--- config.mk ---
export PLATFORM = sky130hd
export DESIGN_NAME = alu_seq_flat
export DESIGN_NICKNAME = d
export VERILOG_FILES = /design/src/rtl/alu_seq_if.sv /design/src/rtl/alu_seq.sv /design/src/flat_wrapper.sv
export SDC_FILE = /design/constraint.sdc
export NUM_CORES = 2
export LEC_CHECK = 0
export CELL_PAD_IN_SITES_DETAIL_PLACEMENT = 0
export CELL_PAD_IN_SITES_GLOBAL_PLACEMENT = 1
export CORE_MARGIN = 1.5
export CORE_UTILIZATION = 48
export DETAILED_ROUTE_END_ITERATION = 7
export HOLD_SLACK_MARGIN = 0.06
export PLACE_DENSITY = 0.76
export SKIP_CTS_REPAIR_TIMING = 1
export SYNTH_ARGS = -nofsm -noshare
export SYNTH_HDL_FRONTEND = slang
export SYNTH_SLANG_ARGS = --single-unit
--- constraint.sdc ---
create_clock -name clk -period 1.95 [get_ports clk]
set_clock_uncertainty 0.05 [all_clocks]
set_input_delay 0.195 -clock clk [delete_from_list [all_inputs] [get_ports clk]]
set_output_delay 0.195 -clock clk [all_outputs]
set_load 0.1 [all_outputs]
--- src/rtl/alu_seq_if.sv ---
// Instruction handshake and completion bus between an issuing agent and alu_seq.
interface alu_seq_if;
   logic        in_valid;
   logic        in_ready;
   logic [31:0] in_instr;
   logic        done;
   logic [4:0]  done_rd;
   logic [31:0] done_data;
   logic        done_illegal;

   modport master (
      output in_valid, in_instr,
      input  in_ready, done, done_rd, done_data, done_illegal
   );

   modport slave (
      input  in_valid, in_instr,
      output in_ready, done, done_rd, done_data, done_illegal
   );
endinterface

--- src/rtl/alu_seq.sv ---
// Three-phase RV32I ALU sequencer (IDLE/EXEC/WB) driving an external combinational
// ALU and owning a 32x32 register file.
module alu_seq (
   input  logic        clk,
   input  logic        rst_n,
   alu_seq_if.slave    bus,
   output logic [2:0]  alu_opcode,
   output logic [31:0] alu_left,
   output logic [31:0] alu_right,
   input  logic [31:0] alu_result,
   input  logic [4:0]  dbg_addr,
   output logic [31:0] dbg_data
);

   typedef enum logic [1:0] {
      ST_IDLE = 2'b00,
      ST_EXEC = 2'b01,
      ST_WB   = 2'b10
   } state_e;

   localparam logic [2:0] OP_ADD = 3'b000;
   localparam logic [2:0] OP_SUB = 3'b100;
   localparam logic [2:0] OP_AND = 3'b111;
   localparam logic [2:0] OP_OR  = 3'b110;
   localparam logic [2:0] OP_XOR = 3'b001;

   localparam logic [6:0] OPC_R = 7'b0110011;
   localparam logic [6:0] OPC_I = 7'b0010011;

   state_e      state_q, state_d;
   logic [2:0]  alu_op_q, alu_op_d;
   logic [31:0] alu_left_q, alu_left_d;
   logic [31:0] alu_right_q, alu_right_d;
   logic [4:0]  rd_q, rd_d;
   logic        ill_q, ill_d;
   logic        done_q, done_d;
   logic [4:0]  done_rd_q, done_rd_d;
   logic [31:0] done_data_q, done_data_d;
   logic        done_ill_q, done_ill_d;
   logic [31:0] regs_q [32];
   logic [31:0] regs_d [32];

   logic [6:0]  opc_s;
   logic [2:0]  f3_s;
   logic [6:0]  f7_s;
   logic [4:0]  rs1_s;
   logic [4:0]  rs2_s;
   logic [31:0] imm_s;
   logic [2:0]  dec_op_s;
   logic        dec_ill_s;

   assign opc_s = bus.in_instr[6:0];
   assign f3_s  = bus.in_instr[14:12];
   assign f7_s  = bus.in_instr[31:25];
   assign rs1_s = bus.in_instr[19:15];
   assign rs2_s = bus.in_instr[24:20];
   assign imm_s = {{20{bus.in_instr[31]}}, bus.in_instr[31:20]};

   // Instruction decode of the word currently offered on the bus.
   always_comb begin
      dec_op_s  = OP_ADD;
      dec_ill_s = 1'b1;
      case (opc_s)
         OPC_R: begin
            case (f3_s)
               3'b000: begin
                  dec_op_s  = bus.in_instr[30] ? OP_SUB : OP_ADD;
                  dec_ill_s = !((f7_s == 7'b0000000) || (f7_s == 7'b0100000));
               end
               3'b111: begin dec_op_s = OP_AND; dec_ill_s = (f7_s != 7'b0000000); end
               3'b110: begin dec_op_s = OP_OR;  dec_ill_s = (f7_s != 7'b0000000); end
               3'b100: begin dec_op_s = OP_XOR; dec_ill_s = (f7_s != 7'b0000000); end
               default: dec_ill_s = 1'b1;
            endcase
         end
         OPC_I: begin
            case (f3_s)
               3'b000: begin dec_op_s = OP_ADD; dec_ill_s = 1'b0; end
               3'b111: begin dec_op_s = OP_AND; dec_ill_s = 1'b0; end
               3'b110: begin dec_op_s = OP_OR;  dec_ill_s = 1'b0; end
               3'b100: begin dec_op_s = OP_XOR; dec_ill_s = 1'b0; end
               default: dec_ill_s = 1'b1;
            endcase
         end
         default: dec_ill_s = 1'b1;
      endcase
   end

   // Sequencer next-state, operand capture, completion and write-back.
   always_comb begin
      state_d     = state_q;
      alu_op_d    = 3'b000;
      alu_left_d  = 32'd0;
      alu_right_d = 32'd0;
      rd_d        = rd_q;
      ill_d       = ill_q;
      done_d      = 1'b0;
      done_rd_d   = 5'd0;
      done_data_d = 32'd0;
      done_ill_d  = 1'b0;
      regs_d      = regs_q;
      case (state_q)
         ST_IDLE: begin
            if (bus.in_valid) begin
               state_d = ST_EXEC;
               rd_d    = bus.in_instr[11:7];
               ill_d   = dec_ill_s;
               // Operands are latched at accept so the ALU sees them for the whole EXEC cycle.
               if (!dec_ill_s) begin
                  alu_op_d    = dec_op_s;
                  alu_left_d  = regs_q[rs1_s];
                  alu_right_d = (opc_s == OPC_R) ? regs_q[rs2_s] : imm_s;
               end else begin
                  alu_op_d = 3'b000;
               end
            end else begin
               state_d = ST_IDLE;
            end
         end
         ST_EXEC: begin
            state_d     = ST_WB;
            done_d      = 1'b1;
            done_rd_d   = rd_q;
            done_ill_d  = ill_q;
            done_data_d = ill_q ? 32'd0 : alu_result;
         end
         ST_WB: begin
            state_d = ST_IDLE;
            if (!done_ill_q && (done_rd_q != 5'd0)) begin
               regs_d[done_rd_q] = done_data_q;
            end else begin
               regs_d = regs_q;
            end
         end
         default: state_d = ST_IDLE;
      endcase
   end

   // State, outputs and register file; reset aborts any in-flight instruction.
   always_ff @(posedge clk or negedge rst_n) begin
      if (!rst_n) begin
         state_q     <= ST_IDLE;
         alu_op_q    <= 3'b000;
         alu_left_q  <= 32'd0;
         alu_right_q <= 32'd0;
         rd_q        <= 5'd0;
         ill_q       <= 1'b0;
         done_q      <= 1'b0;
         done_rd_q   <= 5'd0;
         done_data_q <= 32'd0;
         done_ill_q  <= 1'b0;
         regs_q      <= '{default: 32'd0};
      end else begin
         state_q     <= state_d;
         alu_op_q    <= alu_op_d;
         alu_left_q  <= alu_left_d;
         alu_right_q <= alu_right_d;
         rd_q        <= rd_d;
         ill_q       <= ill_d;
         done_q      <= done_d;
         done_rd_q   <= done_rd_d;
         done_data_q <= done_data_d;
         done_ill_q  <= done_ill_d;
         regs_q      <= regs_d;
      end
   end

   assign bus.in_ready     = (state_q == ST_IDLE);
   assign bus.done         = done_q;
   assign bus.done_rd      = done_rd_q;
   assign bus.done_data    = done_data_q;
   assign bus.done_illegal = done_ill_q;
   assign alu_opcode       = alu_op_q;
   assign alu_left         = alu_left_q;
   assign alu_right        = alu_right_q;
   // x0 is never written, so a plain read already returns zero for it.
   assign dbg_data         = regs_q[dbg_addr];

endmodule
--- src/flat_wrapper.sv ---
// flat-port wrapper written by rule: the top's interface ports become plain ports
module alu_seq_flat 
  (clk, rst_n, alu_opcode, alu_left, alu_right, alu_result, dbg_addr, dbg_data, bus_in_valid, bus_in_instr, bus_in_ready, bus_done, bus_done_rd, bus_done_data, bus_done_illegal);
  alu_seq_if bus_i ();
  input  logic clk;
  input  logic rst_n;
  output logic [2:0] alu_opcode;
  output logic [31:0] alu_left;
  output logic [31:0] alu_right;
  input  logic [31:0] alu_result;
  input  logic [4:0] dbg_addr;
  output logic [31:0] dbg_data;
  input wire logic [$bits(bus_i.in_valid)-1:0] bus_in_valid;
  input wire logic [$bits(bus_i.in_instr)-1:0] bus_in_instr;
  output wire logic [$bits(bus_i.in_ready)-1:0] bus_in_ready;
  output wire logic [$bits(bus_i.done)-1:0] bus_done;
  output wire logic [$bits(bus_i.done_rd)-1:0] bus_done_rd;
  output wire logic [$bits(bus_i.done_data)-1:0] bus_done_data;
  output wire logic [$bits(bus_i.done_illegal)-1:0] bus_done_illegal;
  assign bus_i.in_valid = bus_in_valid;
  assign bus_i.in_instr = bus_in_instr;
  assign bus_in_ready = bus_i.in_ready;
  assign bus_done = bus_i.done;
  assign bus_done_rd = bus_i.done_rd;
  assign bus_done_data = bus_i.done_data;
  assign bus_done_illegal = bus_i.done_illegal;
  alu_seq u_core (.clk(clk), .rst_n(rst_n), .bus(bus_i), .alu_opcode(alu_opcode), .alu_left(alu_left), .alu_right(alu_right), .alu_result(alu_result), .dbg_addr(dbg_addr), .dbg_data(dbg_data));
endmodule
## Yosys cells after proc, flatten, opt, wreduce, memory -nomap -nowiden

Index checks and enable logic that the tools add are counted.

- Flip-flop bits (word level): 1138
- Input bits: 72
- Output and inout bits: 139
- Logic and storage cells: 109

- Magnitude comparators: 5
- Equal/unequal tests: 8
- Muxes and demuxes: 36
- Bitwise gates (word level): 4
- Reductions and logical operators: 14

Operator list:

| cell | number |
|---|---|
| 1024-bit bitwise mux | 1 |
| 32-bit 2-to-1 mux | 16 |
| 32-bit binary-select mux with 5-bit select | 3 |
| 32-bit demux with 5-bit select | 1 |
| 6-bit greater-or-equal comparator (second input constant) | 4 |
| 5-bit inverter with 6-bit output | 4 |
| 7-bit by 6-bit equality test with 1-bit output (second input constant) | 2 |
| 3-bit 2-to-1 mux | 4 |
| 3-bit case mux with 4 select lines | 1 |
| 3-bit equality test (second input constant) | 3 |
| 3-bit case mux with 3 select lines | 1 |
| 7-bit by 5-bit equality test with 1-bit output (second input constant) | 1 |
| 7-bit logical NOT | 1 |
| 7-bit nonzero test | 1 |
| 6-bit by 1-bit < comparator with 1-bit output (second input constant) | 1 |
| 3-bit case mux with 2 select lines | 1 |
| 5-bit 2-to-1 mux | 1 |
| 5-bit nonzero test | 1 |
| 1-bit 2-to-1 mux | 4 |
| 1-bit case mux with 2 select lines | 2 |
| 2-bit case mux with 2 select lines | 1 |
| 2-bit AND reduction | 2 |
| 4-bit OR reduction | 1 |
| 3-bit logical NOT | 1 |
| other kinds (7) | 9 |

## Longest topological paths before layout

- Depth in word-level cells: 8
- Gate-level depth with buffers: 9
- Depth with buffers taken out: 5

## Least setup slack after synthesis

No wires, ideal clock.

- Path type: input to output
- From: input port dbg_addr[0]
- To: output port dbg_data[10]
- Arrival time: 3601 ps
- Data required time: 1705 ps
- Slack: -1896 ps
- Stages on the path: 7
- Cell sequence: clkbuf_2 -> buf_2 -> buf_4 -> buf_2 -> mux4_2 -> mux2i_1 -> a221oi_1

- Cells in the longest elaborated chain, start to end: 4

Ends and longest elaborated chain:

| item | line | RTL |
|---|---|---|
| start: declaration | flat_wrapper.sv:11 | `input logic [4:0] dbg_addr;` |
| 5-bit inverter with 6-bit output (implied by the code) | alu_seq.sv:177 | `assign dbg_data = regs_q[dbg_addr];` |
| 32-bit binary-select mux with 5-bit select | alu_seq.sv:177 |  |
| 32-bit 2-to-1 mux (implied by the code) (2 in series) | alu_seq.sv:177 |  |
| end: declaration | flat_wrapper.sv:12 | `output logic [31:0] dbg_data;` |

No other way between the ends. The select of a mux whose other input is x is not followed.

## Final worst setup path

- From: register u_core.regs_q[873] in the netlist's numbering
- To: output port dbg_data[9]

- Cells in the longest elaborated chain, start to end: 3

Ends and longest elaborated chain:

| item | line | RTL |
|---|---|---|
| start: declaration | alu_seq.sv:40 | `logic [31:0] regs_q [32];` |
| start signal: assignment | alu_seq.sv:164 | `regs_q <= regs_d;` |
| 32-bit binary-select mux with 5-bit select | alu_seq.sv:177 |  |
| 32-bit 2-to-1 mux (implied by the code) (2 in series) | alu_seq.sv:177 |  |

No other way between the ends. The select of a mux whose other input is x is not followed.

==> results_tabular.tex <==
\begin{tabular}{lr}
\hline
Metric & Value \\
\hline
\multicolumn{2}{l}{\textbf{CTS}} \\
Cts bufs inserted & 132 \\
Insertion delay of the later-clocked pin in the worst-skew pair & 0.78 ns \\
CTS sink cnt & 1,137 \\
Count of H-tree levels built during CTS & 4 \\
CTS tree & yes \\
Root Driver & clkbuf\_16 \\
Clk pin slew, worst setup/hold paths & $\sim$0.060 ns \\
Number of buffers on the longest clock path & 3 \\
\multicolumn{2}{l}{\textbf{Synth}} \\
Summed instance area of the synthesized netlist & 0.0655 mm2 \\
Distinct cells, synth & just over 60 \\
Number of flops mapped to enable cells by yosys & 0 \\
Post-synth top area cell & dfrtp\_1 \\
Synth cell count leaders & dfrtp\_1 (1,137), mux2\_2 (971), mux4\_2 (737) \\
Synthesized netlist cell count & approximately 4,300 \\
Most used DFF post-synth & dfrtp\_1 \\
Post-Synthesis Net Count & approximately 4,400 \\
Mean instance size in the synthesized netlist & 15.1 um2 \\
Portion of synthesized cell area occupied by the leading cell type & 43.5\% \\
Flops \& latches, synth & 1,137 \\
Most instantiated library cell after synthesis & dfrtp\_1 \\
Leading post-synthesis cells by cell area & dfrtp\_1 (43\%), mux4\_2 (25\%), mux2\_2 (17\%) \\
Total number of yosys warnings & 0 \\
Proportion of synthesized flip-flops having asynchronous set or reset & 100\% \\
Sequential cell area fraction in the yosys report & 43.5\% \\
\multicolumn{2}{l}{\textbf{Power and ir drop}} \\
Leakage power figure & 0.0388 uW \\
Switching share of power & 26.0\% \\
Sequential share of power & 42.2\% \\
Combinational group share of total power & 11.7\% \\
Largest vdd supply drop & $\sim$0.74 mV \\
Internal portion of total power & 41,700 uW \\
Power per Cell Area & 650 mW/mm2 \\
Clk pwr share & 46.2\% \\
Switching component of the power & about 15,000 uW \\
Sum of internal, switching and leakage power & 56,300 uW \\
\multicolumn{2}{l}{\textbf{Final layout}} \\
Core utilization of the finished layout & between 60 and 70\% \\
Fraction of layout cells with a size suffix above 1 & 61.0\% \\
Total number of nets in the final design & 5,173 \\
Layout Area Growth over Synthesis & 32.4\% \\
Final std cells w/o fill & 6,989 \\
Number of fill cells & approximately 9,600 \\
\multicolumn{2}{l}{\textbf{Placement}} \\
Place WS & -0.777 ns \\
Quantity of I/O buffers inserted on ports & 210 \\
RePlAce Congestion & 0.900 \\
HPWL after DPL & between 150 and 200 mm \\
Dpl cells & roughly 6,600 \\
\multicolumn{2}{l}{\textbf{Critical path}} \\
Crit path DAT & 2.45 ns \\
Worst reg2reg endpoint & u\_core.regs\_q[954] \\
Setup slack, reg-to-reg & -0.47 ns \\
Reg2Reg Launch Point & u\_core.bus.done \\
R2r worst-path depth & 6 \\
Required time of the critical path & 1.70 ns \\
Slowest library cell on the worst path & a221oi\_4 \\
Highest cell delay on the worst timing path & 0.41 ns \\
Cell breakdown of the critical path & mux4\_2 -> mux2i\_2 -> a22o\_1 -> a221oi\_4 -> buf\_12 \\
Crit Path Class & flop to output pin \\
Crit path capture type & output pin \\
Element type at the critical path start & flop \\
Largest fanout on the critical path & 4 \\
\multicolumn{2}{l}{\textbf{Global route}} \\
Vias in the first global route & 47,865 \\
First-pass GRT wire length & approximately 340 mm \\
Congestion Overflow GR & 0 \\
Maximum number of pins on one net before global-route repair & 81 \\
Initial antenna violation count & 0 \\
Overall fraction of global-route tracks in use & between 30 and 40\% \\
\multicolumn{2}{l}{\textbf{Die}} \\
Number of top-level pins & between 200 and 250 \\
FP Rows & around 140 \\
Die area & between 0.1 and 0.15 mm2 \\
Effective utilization at floorplan & 48.3\% \\
Placeable core area & 0.135 mm2 \\
Die outline height & 372 um \\
Die extent in x & approximately 370 um \\
\multicolumn{2}{l}{\textbf{Routing}} \\
Number of vias per cell after detailed routing & 6.94 \\
Violation count after the first detailed-route iteration & 6,531 \\
Routed WL & $\sim$250 mm \\
TritonRoute pass-1 iters & 6 \\
Routed wire per std cell & around 36 um \\
Count of nets left with antenna violations after detail routing & 0 \\
Count of unresolved DRC violations after routing & 0 \\
Via count of the routed design & 48,509 \\
\multicolumn{2}{l}{\textbf{STA}} \\
Tmin final & approximately 2.7 ns \\
Unrepaired setup endpoints after global routing & yes \\
Post-route setup slack & -0.741 ns \\
Final period util & 138\% \\
Worst rel slew slack & 53.6\% \\
Hold Violations, Final & 0 \\
Endpoints failing setup & 1,100 \\
Final TNS setup & -338.79 ns \\
Highest Clock Rate & 0.372 GHz \\
Actual transition at the worst max-transition pin & 0.697 ns \\
Number of max-slew violations in the final report & 0 \\
\multicolumn{2}{l}{\textbf{Flow run}} \\
Reported max-cap violation count & 0 \\
\multicolumn{2}{l}{\textbf{Hold path}} \\
Hold Path Sink & u\_core.alu\_left[11] \\
Worst hold path depth & 6 \\
Start point of the worst hold path & bus\_in\_instr[16] \\
Type of the tightest min-delay check & input port to flop \\
\multicolumn{2}{l}{\textbf{Outcome}} \\
Violated checks & setup timing \\
Run status & finished with violations \\
\hline
\end{tabular}
==> final cells by class <==
type                       instances  area (um2)  area share [%]
multi-input combinational       2689       37600            43.3
sequential                      1137       28500            32.9
timing repair buffer            1136       13900            16.0
clock buffer                     186        3820            4.41
tap                             1781        2230            2.57
clock inverter                    50         631           0.727
inverter                           5        21.3          0.0245
antenna                            5        12.5          0.0144
==> power by group through the flow <==
stage	clock network, uW	logic, uW	registers (uW)
global route	27200	6790	23700
detailed placement	0	6340	24200
floorplan	0	2750	24300
finish	26000	6580	23700
global placement	0	6320	24200
CTS	26200	6360	23700
==> state kept, by name (all words and copies together), names as in the netlist <==
| signal | flops |
|---|---|
| u_core.alu_left | 32 |
| u_core.alu_right | 32 |
| u_core.bus.done_illegal | 1 |
| u_core.regs_q | 1024 |
| u_core.rd_q | 5 |
| u_core.ill_q | 1 |
| u_core.alu_opcode | 3 |
| u_core.state_q | 1 |
| u_core.bus.done_rd | 5 |
| u_core.bus.done | 1 |
| u_core.bus.done_data | 32 |
==> placed cells by master, fill, tap and decap left out, types with 21 or more instances in the layout <==
cell,netlist,final
a21oi_1,72,68
a221oi_1,79,30
a221oi_4,0,34
a22o_1,41,40
a22oi_1,148,147
and2_1,41,39
buf_12,0,329
buf_4,31,624
buf_6,11,24
clkbuf_1,285,28
clkbuf_16,0,168
clkbuf_8,0,21
clkdlybuf4s50_1,0,61
clkinv_2,0,23
dfrtp_1,1137,1121
dlygate4sd3_1,0,39
mux2_2,971,578
mux2_4,0,407
mux2i_1,194,156
mux2i_2,0,34
mux4_2,737,737
nand2_1,89,73
nor2_1,115,98
nor2_4,1,24
o21ai_0,26,25
==> per-stage QoR <==
step           hold slack (ns)  area (um2)
2_1_floorplan           -0.151       67000
3_3_place_gp             0.119       78400
3_5_place_dp             0.112       78400
4_1_cts                 -0.713       82800
5_1_grt                 0.0987       86700
6_report                0.0924       86700
==> per-layer routing <==
layer | track usage, % | vias up | wire [um]
met1 | 47.6 | 25943 | 96400
met5 | 0 | - | 72
met4 | 14.9 | 2 | 13400
met2 | 51.8 | 3094 | 114000
li1 | - | 18777 | -
met3 | 8.16 | 693 | 27800
==> worst max path at each step <==
stage | startpoint | end
CTS | u_core.regs_q[614] | dbg_data[6]
global placement | bus_in_instr[26] | u_core.alu_right[5]
finish | u_core.regs_q[873] | dbg_data[9]
global route | u_core.regs_q[614] | dbg_data[6]
floorplan | dbg_addr[0] | dbg_data[13]
detailed placement | bus_in_instr[26] | u_core.alu_right[7]
==> cells by family after synthesis <==
family / share of synthesized area [%]
mux: 45.5
xor+xnor: 0.0134
simple gates: 2.38
buf+inv: 3.57
flops: 43.5
compound gates: 5.11
==> critical path: cells and delay by family, from the launching register on <==
| family | cells | cell delay, ns |
|---|---|---|
| AOI/OAI and AO/OA | 2 | 0.67 |
| buffers and inverters | 1 | 0.24 |
| DFF | 1 | 0.40 |
| muxes | 2 | 0.34 |
Power figures use the tool's default switching activity.
